## config.mk

```make
export PLATFORM = sky130hd
export DESIGN_NAME = sdp_256_8_reader
export DESIGN_NICKNAME = d
export VERILOG_FILES = /design/src/rtl/sdp_rd_pkg.sv /design/src/rtl/sdp_rd_skid_fifo.sv /design/src/rtl/sdp_256_8_reader.sv
export SDC_FILE = /design/constraint.sdc
export NUM_CORES = 1
export LEC_CHECK = 0
export ABC_AREA = 1
export BUFFER_PORTS_ARGS = -buffer_cell sky130_fd_sc_hd__buf_2
export CORE_MARGIN = 2
export CORE_UTILIZATION = 56
export CTS_CLUSTER_SIZE = 16
export DETAILED_ROUTE_END_ITERATION = 7
export GPL_ROUTABILITY_DRIVEN = 0
export PLACE_DENSITY = 0.8
export SLEW_MARGIN = 20
export SYNTH_ARGS = -nofsm -noshare
export SYNTH_HDL_FRONTEND = slang
export SYNTH_SLANG_ARGS = --single-unit
```

## constraint.sdc

```tcl
create_clock -name clk -period 1.7 [get_ports clk]
set_input_delay 0.17 -clock clk [delete_from_list [all_inputs] [get_ports clk]]
set_output_delay 0.17 -clock clk [all_outputs]
set_load 0.05 [all_outputs]
```

## src/rtl/sdp_rd_pkg.sv

```systemverilog
// Shared types for the sdp_256_8 port-B reader: default widths and FSM state encoding.
package sdp_rd_pkg;

    localparam int ADDR_W_DEF = 8;
    localparam int DATA_W_DEF = 8;

    typedef enum logic [1:0] {
        IDLE  = 2'd0,
        RUN   = 2'd1,
        DRAIN = 2'd2,
        DONE  = 2'd3
    } rd_state_t;

endpackage

```

## src/rtl/sdp_rd_skid_fifo.sv

```systemverilog
// Small skid FIFO holding read data plus its last flag; head is presented combinationally.
module sdp_rd_skid_fifo #(
    parameter  int DEPTH = 2,
    parameter  int WIDTH = 9,
    localparam int CNT_W = $clog2(DEPTH + 1),
    localparam int PTR_W = (DEPTH > 1) ? $clog2(DEPTH) : 1
) (
    input  logic             clk,
    input  logic             reset,
    input  logic             i_clr,
    input  logic             i_push,
    input  logic [WIDTH-1:0] i_data,
    input  logic             i_pop,
    output logic [WIDTH-1:0] o_data,
    output logic             o_valid,
    output logic [CNT_W-1:0] o_count
);

    logic [WIDTH-1:0] r_mem [DEPTH];
    logic [PTR_W-1:0] r_wr_ptr;
    logic [PTR_W-1:0] r_rd_ptr;
    logic [CNT_W-1:0] r_count;
    logic             w_push;
    logic             w_pop;

    function automatic logic [PTR_W-1:0] ptr_inc(input logic [PTR_W-1:0] p);
        return (p == PTR_W'(DEPTH - 1)) ? '0 : p + 1'b1;
    endfunction

    assign w_pop  = i_pop && (r_count != '0);
    assign w_push = i_push && ((r_count != CNT_W'(DEPTH)) || w_pop);

    always_ff @(posedge clk or posedge reset) begin
        if (reset) begin
            for (int i = 0; i < DEPTH; i++) r_mem[i] <= '0;
            r_wr_ptr <= '0;
            r_rd_ptr <= '0;
            r_count  <= '0;
        end else if (i_clr) begin
            r_wr_ptr <= '0;
            r_rd_ptr <= '0;
            r_count  <= '0;
        end else begin
            if (w_push) begin
                r_mem[r_wr_ptr] <= i_data;
                r_wr_ptr        <= ptr_inc(r_wr_ptr);
            end
            if (w_pop) r_rd_ptr <= ptr_inc(r_rd_ptr);
            case ({w_push, w_pop})
                2'b10:   r_count <= r_count + 1'b1;
                2'b01:   r_count <= r_count - 1'b1;
                default: r_count <= r_count;
            endcase
        end
    end

    assign o_data  = r_mem[r_rd_ptr];
    assign o_valid = (r_count != '0);
    assign o_count = r_count;

endmodule

```

## src/rtl/sdp_256_8_reader.sv

```systemverilog
// Port-B read controller for sdp_256_8: streams a run of consecutive bytes as valid/ready/last.
//  state | meaning
//  IDLE  | waiting for start
//  RUN   | issuing reads while the skid FIFO has room
//  DRAIN | all reads issued, waiting for the last byte to be taken
//  DONE  | one-cycle done pulse, then back to IDLE
module sdp_256_8_reader
    import sdp_rd_pkg::*;
#(
    parameter int ADDR_W     = ADDR_W_DEF,
    parameter int DATA_W     = DATA_W_DEF,
    parameter int SKID_DEPTH = 2
) (
    input  logic              clk,
    input  logic              reset,
    input  logic              start,
    input  logic [ADDR_W-1:0] base_addr,
    input  logic [ADDR_W-1:0] len_m1,
    input  logic              abort,
    output logic              busy,
    output logic              done,
    output logic [ADDR_W-1:0] ram_adb,
    output logic              ram_ceb,
    output logic              ram_oce,
    output logic              ram_resetb,
    output logic              ram_wreb,
    input  logic [DATA_W-1:0] ram_dout,
    output logic [DATA_W-1:0] m_data,
    output logic              m_valid,
    output logic              m_last,
    input  logic              m_ready
);

    localparam int CNT_W = $clog2(SKID_DEPTH + 1);

    rd_state_t         r_state;
    rd_state_t         w_state_nxt;
    logic [ADDR_W-1:0] r_rd_addr;
    logic [ADDR_W-1:0] r_issue_cnt;
    logic [ADDR_W-1:0] r_out_cnt;
    logic              r_inflight;
    logic              r_inflight_last;

    logic              w_pop;
    logic              w_room;
    logic              w_issue;
    logic              w_last_issue;
    logic              w_last_pop;
    logic              w_clr;
    logic              w_fifo_valid;
    logic [CNT_W-1:0]  w_fifo_count;
    logic [DATA_W:0]   w_fifo_head;

    assign w_pop = w_fifo_valid && m_ready;

    // Occupancy after this cycle (FIFO + in-flight read - pop) must stay below depth to issue.
    assign w_room = ({1'b0, w_fifo_count} + (CNT_W+1)'(r_inflight))
                  < ((CNT_W+1)'(SKID_DEPTH) + (CNT_W+1)'(w_pop));

    assign w_issue      = (r_state == RUN) && !abort && w_room;
    assign w_last_issue = w_issue && (r_issue_cnt == '0);
    assign w_last_pop   = w_pop && (r_out_cnt == '0);
    assign w_clr        = abort && ((r_state == RUN) || (r_state == DRAIN));

    always_comb begin
        w_state_nxt = r_state;
        case (r_state)
            IDLE:    if (start) w_state_nxt = RUN;
            RUN: begin
                if (abort)             w_state_nxt = DONE;
                else if (w_last_issue) w_state_nxt = DRAIN;
            end
            DRAIN:   if (abort || w_last_pop) w_state_nxt = DONE;
            DONE:    w_state_nxt = IDLE;
            default: w_state_nxt = IDLE;
        endcase
    end

    always_ff @(posedge clk or posedge reset) begin
        if (reset) begin
            r_state         <= IDLE;
            r_rd_addr       <= '0;
            r_issue_cnt     <= '0;
            r_out_cnt       <= '0;
            r_inflight      <= 1'b0;
            r_inflight_last <= 1'b0;
        end else begin
            r_state <= w_state_nxt;
            if ((r_state == IDLE) && start) begin
                r_rd_addr   <= base_addr;
                r_issue_cnt <= len_m1;
                r_out_cnt   <= len_m1;
            end else begin
                if (w_issue) begin
                    r_rd_addr   <= r_rd_addr + 1'b1;
                    r_issue_cnt <= r_issue_cnt - 1'b1;
                end
                if (w_pop && !w_clr) r_out_cnt <= r_out_cnt - 1'b1;
            end
            r_inflight      <= w_issue;
            r_inflight_last <= w_last_issue;
        end
    end

    // Clear wins over the push of a byte still returning from the RAM.
    sdp_rd_skid_fifo #(
        .DEPTH (SKID_DEPTH),
        .WIDTH (DATA_W + 1)
    ) u_skid (
        .clk     (clk),
        .reset   (reset),
        .i_clr   (w_clr),
        .i_push  (r_inflight),
        .i_data  ({r_inflight_last, ram_dout}),
        .i_pop   (w_pop),
        .o_data  (w_fifo_head),
        .o_valid (w_fifo_valid),
        .o_count (w_fifo_count)
    );

    assign m_data     = w_fifo_head[DATA_W-1:0];
    assign m_valid    = w_fifo_valid;
    assign m_last     = w_fifo_valid && w_fifo_head[DATA_W];
    assign busy       = (r_state != IDLE);
    assign done       = (r_state == DONE);
    assign ram_adb    = r_rd_addr;
    assign ram_ceb    = w_issue;
    assign ram_oce    = 1'b1;
    assign ram_wreb   = 1'b0;
    assign ram_resetb = reset;

endmodule

```

== Word level (Yosys, flattened, before mapping) ==
Cells that the tools add are included.

* Bitwise gates (word level): 3
* $lt $le $gt $ge: 4
* $add $sub $neg: 9
* Reductions and logical operators: 29
* Equal/unequal tests: 9
* Multiplexer cells: 25

{| class="wikitable"
|+ Operators by type and width
! operator !! number
|-
| 8-bit two-way mux || 6
|-
| 9-bit two-way mux || 4
|-
| 18-bit bitwise mux || 1
|-
| 8-bit logical NOT || 2
|-
| 8-bit by 1-bit subtractor with 8-bit output (second input constant) || 2
|-
| 1-bit logical AND || 12
|-
| 2-bit nonzero test || 6
|-
| 2-bit two-way mux || 5
|-
| 9-bit demux with 1-bit select || 1
|-
| 8-bit by 1-bit adder with 8-bit output (second input constant) || 1
|-
| 2-bit one-hot mux with 4 select lines || 1
|-
| 2-bit == test (second input constant) || 3
|-
| 1-bit two-way mux || 6
|-
| 2-bit by 1-bit == test with 1-bit output (second input constant) || 2
|-
| 2-bit greater-or-equal comparator (second input constant) || 2
|-
| 2-bit != test (second input constant) || 2
|-
| 1-bit NOT with 2-bit output || 2
|-
| 2-bit one-hot mux with 2 select lines || 1
|-
| 2-bit by 1-bit adder with 3-bit output || 1
|-
| 2-bit by 1-bit adder with 3-bit output (first input constant) || 1
|-
| 1-bit logical OR || 3
|-
| 3-bit less-than comparator || 1
|-
| 3-bit != test (second input constant) || 1
|-
| 3-bit AND reduction || 1
|-
| 10 further kinds || 12
|}

* Bits of input ports: 29
* Word-level logic and storage cells: 90
* Bits in registers: 50

== Longest topological paths before layout ==
* Depth in word-level cells: 9
* Gate-level depth with buffers: 9

== Hierarchy ==
From an unflattened synthesis, not the netlist that was laid out.

* Cell total of the unflattened synthesis: 395
* Area total of the unflattened synthesis: 3108.0 um^2

{| class="wikitable"
|+ Modules (own cells, without submodules)
! module !! area an instance (um^2) !! cells each !! instances
|-
| sdp_256_8_reader || 1973.1 || 263 || 1
|-
| sdp_rd_skid_fifo || 1134.8 || 132 || 1
|}

== Worst setup path before layout ==
Ideal clock, no wire load.

* Kind: register to register
* From: register u_skid.r_count[0] (netlist: u_skid.o_count[0])
* To: register r_rd_addr[2] (netlist: ram_adb[2])
* Cell stages (with the launch flop): 8
* Path buffers: 0
* Library setup time: 0.082 ns
* Arrival time: 1.739 ns
* Setup slack: -0.121 ns
* Path through: dfrtp_1 -> ha_1 -> ha_1 -> nor3_4 -> nand2_4 -> inv_1 -> nand2_1 -> a22oi_2

* Longest elaborated chain between the ends: 6
* Elaborated cells on any way between the ends: 7
* Classes of those cells: add/sub: 2; order compare: 1; reduce/logical: 4

{| class="wikitable"
|+ Ends and longest elaborated chain
! item !! line !! RTL
|-
| from (decl) || sdp_rd_skid_fifo.sv:22 || <nowiki>logic [CNT_W-1:0] r_count;</nowiki>
|-
| from (signal assigned) || sdp_rd_skid_fifo.sv:50 || <nowiki>2'b10: r_count <= r_count + 1'b1;</nowiki>
|-
| from (signal assigned) || sdp_rd_skid_fifo.sv:51 || <nowiki>2'b01: r_count <= r_count - 1'b1;</nowiki>
|-
| from (signal assigned) || sdp_rd_skid_fifo.sv:52 || <nowiki>default: r_count <= r_count;</nowiki>
|-
| 2-bit nonzero test || sdp_rd_skid_fifo.sv:58 || <nowiki>assign o_valid = (r_count != '0);</nowiki>
|-
| 1-bit logical AND || sdp_256_8_reader.sv:54 || <nowiki>assign w_pop = w_fifo_valid && m_ready;</nowiki>
|-
| 2-bit by 1-bit adder with 3-bit output || sdp_256_8_reader.sv:58 || <nowiki>< ((CNT_W+1)'(SKID_DEPTH) + (CNT_W+1)'(w_pop));</nowiki>
|-
| 3-bit less-than comparator (*) || sdp_256_8_reader.sv:58 ||
|-
| 1-bit logical AND (*) || sdp_256_8_reader.sv:60 || <nowiki>assign w_issue = (r_state == RUN) && !abort && w_room;</nowiki>
|-
| via ram_ceb || sdp_256_8_reader.sv:23 || <nowiki>output logic ram_ceb,</nowiki>
|-
| 2-bit nonzero test (no line) (*) || - ||
|-
| to (signal assigned) || sdp_256_8_reader.sv:90 || <nowiki>r_rd_addr <= base_addr;</nowiki>
|-
| to (signal assigned) || sdp_256_8_reader.sv:95 || <nowiki>r_rd_addr <= r_rd_addr + 1'b1;</nowiki>
|-
| to (decl) || sdp_256_8_reader.sv:38 || <nowiki>logic [ADDR_W-1:0] r_rd_addr;</nowiki>
|}

The timed path passes the listed nets; every way through them passes the cells marked *.
A chain may end at the register's enable or synchronous reset.

== Final worst setup path ==
* From: register r_state[1]
* To: output ram_ceb

* Longest elaborated chain between the ends: 3

{| class="wikitable"
|+ Ends and longest elaborated chain
! item !! line !! RTL
|-
| from (decl) || sdp_256_8_reader.sv:36 || <nowiki>rd_state_t r_state;</nowiki>
|-
| from (signal assigned) || sdp_256_8_reader.sv:88 || <nowiki>r_state <= w_state_nxt;</nowiki>
|-
| 2-bit by 1-bit == test with 1-bit output || sdp_256_8_reader.sv:60 ||
|-
| 1-bit logical AND (2 in series) || sdp_256_8_reader.sv:60 ||
|-
| to (decl) || sdp_256_8_reader.sv:23 ||
|}

Every way passes these cells.

==> flow_summary.json <==
{
  "status": "finished, violations left",
  "violations": "setup timing",
  "min_period_over_period": 1.028,
  "rsz0062_at_grt": "true",
  "die_w_um": 78.60,
  "grt_overflow": 0,
  "end_kind": "primary output",
  "routed_wirelength_mm": 7.260,
  "yosysSeqAreaShare": 0.4014,
  "hold_viol_final": 0,
  "grt_pass1_wl_mm": 11.53,
  "die-height_um": 78.60,
  "clkTransAtPathRegs_ps": 110,
  "p_clk_frac": 0.105,
  "cp.required_ps": 1530,
  "clk_path_buf_depth": 2,
  "reg2reg_slack_ps": 10,
  "fmax_mhz": 572.4,
  "row_count": 27,
  "numClockSinks": 50,
  "synth_cell_types": 39,
  "p_total_mw": 7.344,
  "yosys.area.top_type": "dfrtp_1",
  "vias": 2837,
  "maxCapViolations": 0,
  "path_cells": "inv_2 -> ha_2 -> inv_2 -> nor3_4 -> nand2_4 -> clkinvlp_4 -> buf_8",
  "cts_tree": "done",
  "cts-root-buf": "clkbuf_8",
  "hold_class": "input port to flip-flop",
  "avgViaCountPerCell": 5.196,
  "grt_pass1_vias": 2602,
  "synthTopCellsByArea": "dfrtp_1 (40%), nand2_1 (15%), inv_1 (5.7%)",
  "switching_share": 0.5240,
  "cp_slowest_stage_delay_ps": 410,
  "postRouteAntennaNets": 0,
  "nFillCells": 467,
  "synth_edf_count": 0,
  "fp.coreArea_um2": 5439,
  "port_buffers": 50,
  "cp_slowest_cell": "dfrtp_1",
  "criticalPathCategory": "flip-flop to primary output",
  "cts_buffers": 5,
  "fin_skew_ps": 11.00,
  "start_util": 0.5730,
  "final-setup-viol-count": 1,
  "die_area_um2": 6178,
  "start_kind": "flip-flop",
  "wl_per_cell_um": 13.30,
  "first_iter_violations": 170,
  "seqPwrFrac": 0.288,
  "period_minus_slack_ps": 1747,
  "drive_gt1_frac": 0.2679,
  "path_common_cell": "inv_2",
  "drc": 0,
  "grt_util_all_layers": 0.2334,
  "p_per_area_nw_per_um2": 1976,
  "wl_met3_um": 324,
  "grt_max_degree": 51,
  "pwr-share-comb": 0.607,
  "p_int_mw": 3.496,
  "ys_ff_latch": 50,
  "clk_latency_ps": 320,
  "fin_ws_ps": -47.14,
  "async_reset_ff_frac": 1.000,
  "fin_tns_setup_ps": -47.14,
  "p_sw_mw": 3.849,
  "synth.most_common_cell": "nand2_1",
  "syn-instance-count": 409,
  "arrival_ps": 1580,
  "dr_wl_met2_mm": 3.727,
  "syn2layout_area_growth_pct": 19.23,
  "syn_avg_cell_area_um2": 7.620,
  "synth.net_count": 451,
  "ys_warn_count": 0,
  "insertedDiodeCount": 0,
  "nNetsFinal": 515,
  "crit_fanout": 3,
  "ys.flop_type": "dfrtp_1",
  "wl_met1_mm": 3.083,
  "drv_slew": 0,
  "ir_worst_vdd_v": 0.0009656,
  "synth.top_cells.by_count": "nand2_1 (123), dfrtp_1 (50), inv_1 (47), nand3_1 (34), nor2_1 (33)",
  "syn-cell-area_um2": 3117,
  "top_layer": "met4",
  "ios": 53,
  "p_leak_nw": 1.975,
  "path_buf_inv": 4,
  "crit_family": "flip-flops",
  "dp_hpwl_mm": 4.702,
  "drt_first_pass_iters": 5,
  "worst_hold_slack_ps": 103.5,
  "netlist.area_leader.share": 0.4014,
  "antenna_found_initial": 0,
  "htreeDepth": 2
}
layout make-up:
| type | count | area [um^2] | share of cell area |
|---|---|---|---|
| multi-input cells | 295 | 1630 | 0.4387 |
| well taps | 72 | 90.09 | 0.02424 |
| flip-flops and latches | 50 | 1251 | 0.3367 |
| repair buffers | 69 | 447.9 | 0.1205 |
| clock buffers | 5 | 68.82 | 0.01852 |
| clock inverters | 3 | 28.78 | 0.007744 |
| inverters | 52 | 198.9 | 0.05354 |
metal layers:
metal  GRT usage  vias up
met5           0        -
li1            -     1428
met1      0.3005     1330
met4     0.08596        0
met2      0.3923       68
met3     0.04253       11
stage by stage:
| stage | instance area (um^2) | cells | setup slack, ps | util |
|---|---|---|---|---|
| after detailed placement | 3437 | 526 | 16.86 | 0.6319 |
| after floorplan | 3120 | 409 | 20.01 | - |
| after global placement | 3437 | 526 | 73.31 | 0.6319 |
| final | 3716 | 546 | -47.14 | 0.6832 |
| after global routing | 3716 | 546 | -129.3 | 0.6832 |
| after CTS | 3607 | 539 | -40.52 | 0.6632 |
power by group through the flow:
stage | clock network (mW) | registers, mW | logic [mW]
2_1_floorplan | 0 | 2.30 | 3.10
3_3_place_gp | 0 | 2.09 | 4.00
3_5_place_dp | 0 | 2.10 | 4.10
4_1_cts | 0.788 | 2.09 | 4.21
5_1_grt | 0.852 | 2.17 | 4.92
6_report | 0.771 | 2.12 | 4.46
repair_timing:
action                                 4_1_cts  5_1_grt
setup endpoints to repair                    2       32
endpoints found under the hold margin       50        0
pin swaps                                    4        3
gates resized for setup                     10        9
setup buffers                                4        4
gates cloned                                 0        3
hold buffers                                 1        0
cells in the final DEF (no fill, tap or decap), types with 2 or more instances in the layout:
cell and n:
o21bai_1 2, o21ai_0 20, nand3_4 2, nand2_4 7, nor2_1 33, nand3_2 2, nand2_2 5, a21oi_1 5
inv_1 42, ha_1 10, conb_1 2, dfrtp_1 50, inv_2 8, nand2_1 121, nor3_1 2, xor2_1 3
buf_2 49, nand3_1 33, clkbuf_8 5, o21ai_2 13, nand4_1 4, buf_4 15, o21ai_1 13, o21a_1 2
a22oi_2 2, ha_2 2, nor2_4 2, buf_12 2
cell families after synthesis:
kind of cell,Yosys count,synth area share
AOI/OAI and AO/OA,62,0.1289
xor gates and xnor gates,3,0.008432
adders and majority gates,13,0.05219
buffers and inverters,66,0.09996
DFF,50,0.4014
other,2,0.002410
and+or+nand+nor,213,0.3067
worst min-delay path: cells and delay by family:
family          cells  cell delay [ps]
compound gates      1               60
buf+inv             2              170
path summary, 6_finish.rpt:
check / cells past startpoint / start / end
setup / recovery: 7 / r_state[1] / ram_ceb
hold / removal: 3 / ram_dout[0] / u_skid.r_mem[0]
setup reg to reg: 9 / r_state[1] / ram_adb[1]
hold reg to reg: 2 / u_skid.r_mem[6] / u_skid.r_mem[6]
max in group asynchronous: 4 / reset / r_issue_cnt[0]
min in group asynchronous: 4 / reset / u_skid.r_mem[7]
flip-flops by register name (all words and copies together) (netlist names):
name,cells
u_skid.o_count,2
r_inflight_last,1
r_inflight,1
u_skid.r_mem,18
u_skid.r_wr_ptr,1
ram_adb,8
r_out_cnt,8
r_issue_cnt,8
r_state,2
u_skid.r_rd_ptr,1
Note: power is estimated with default switching activity, not from simulation.
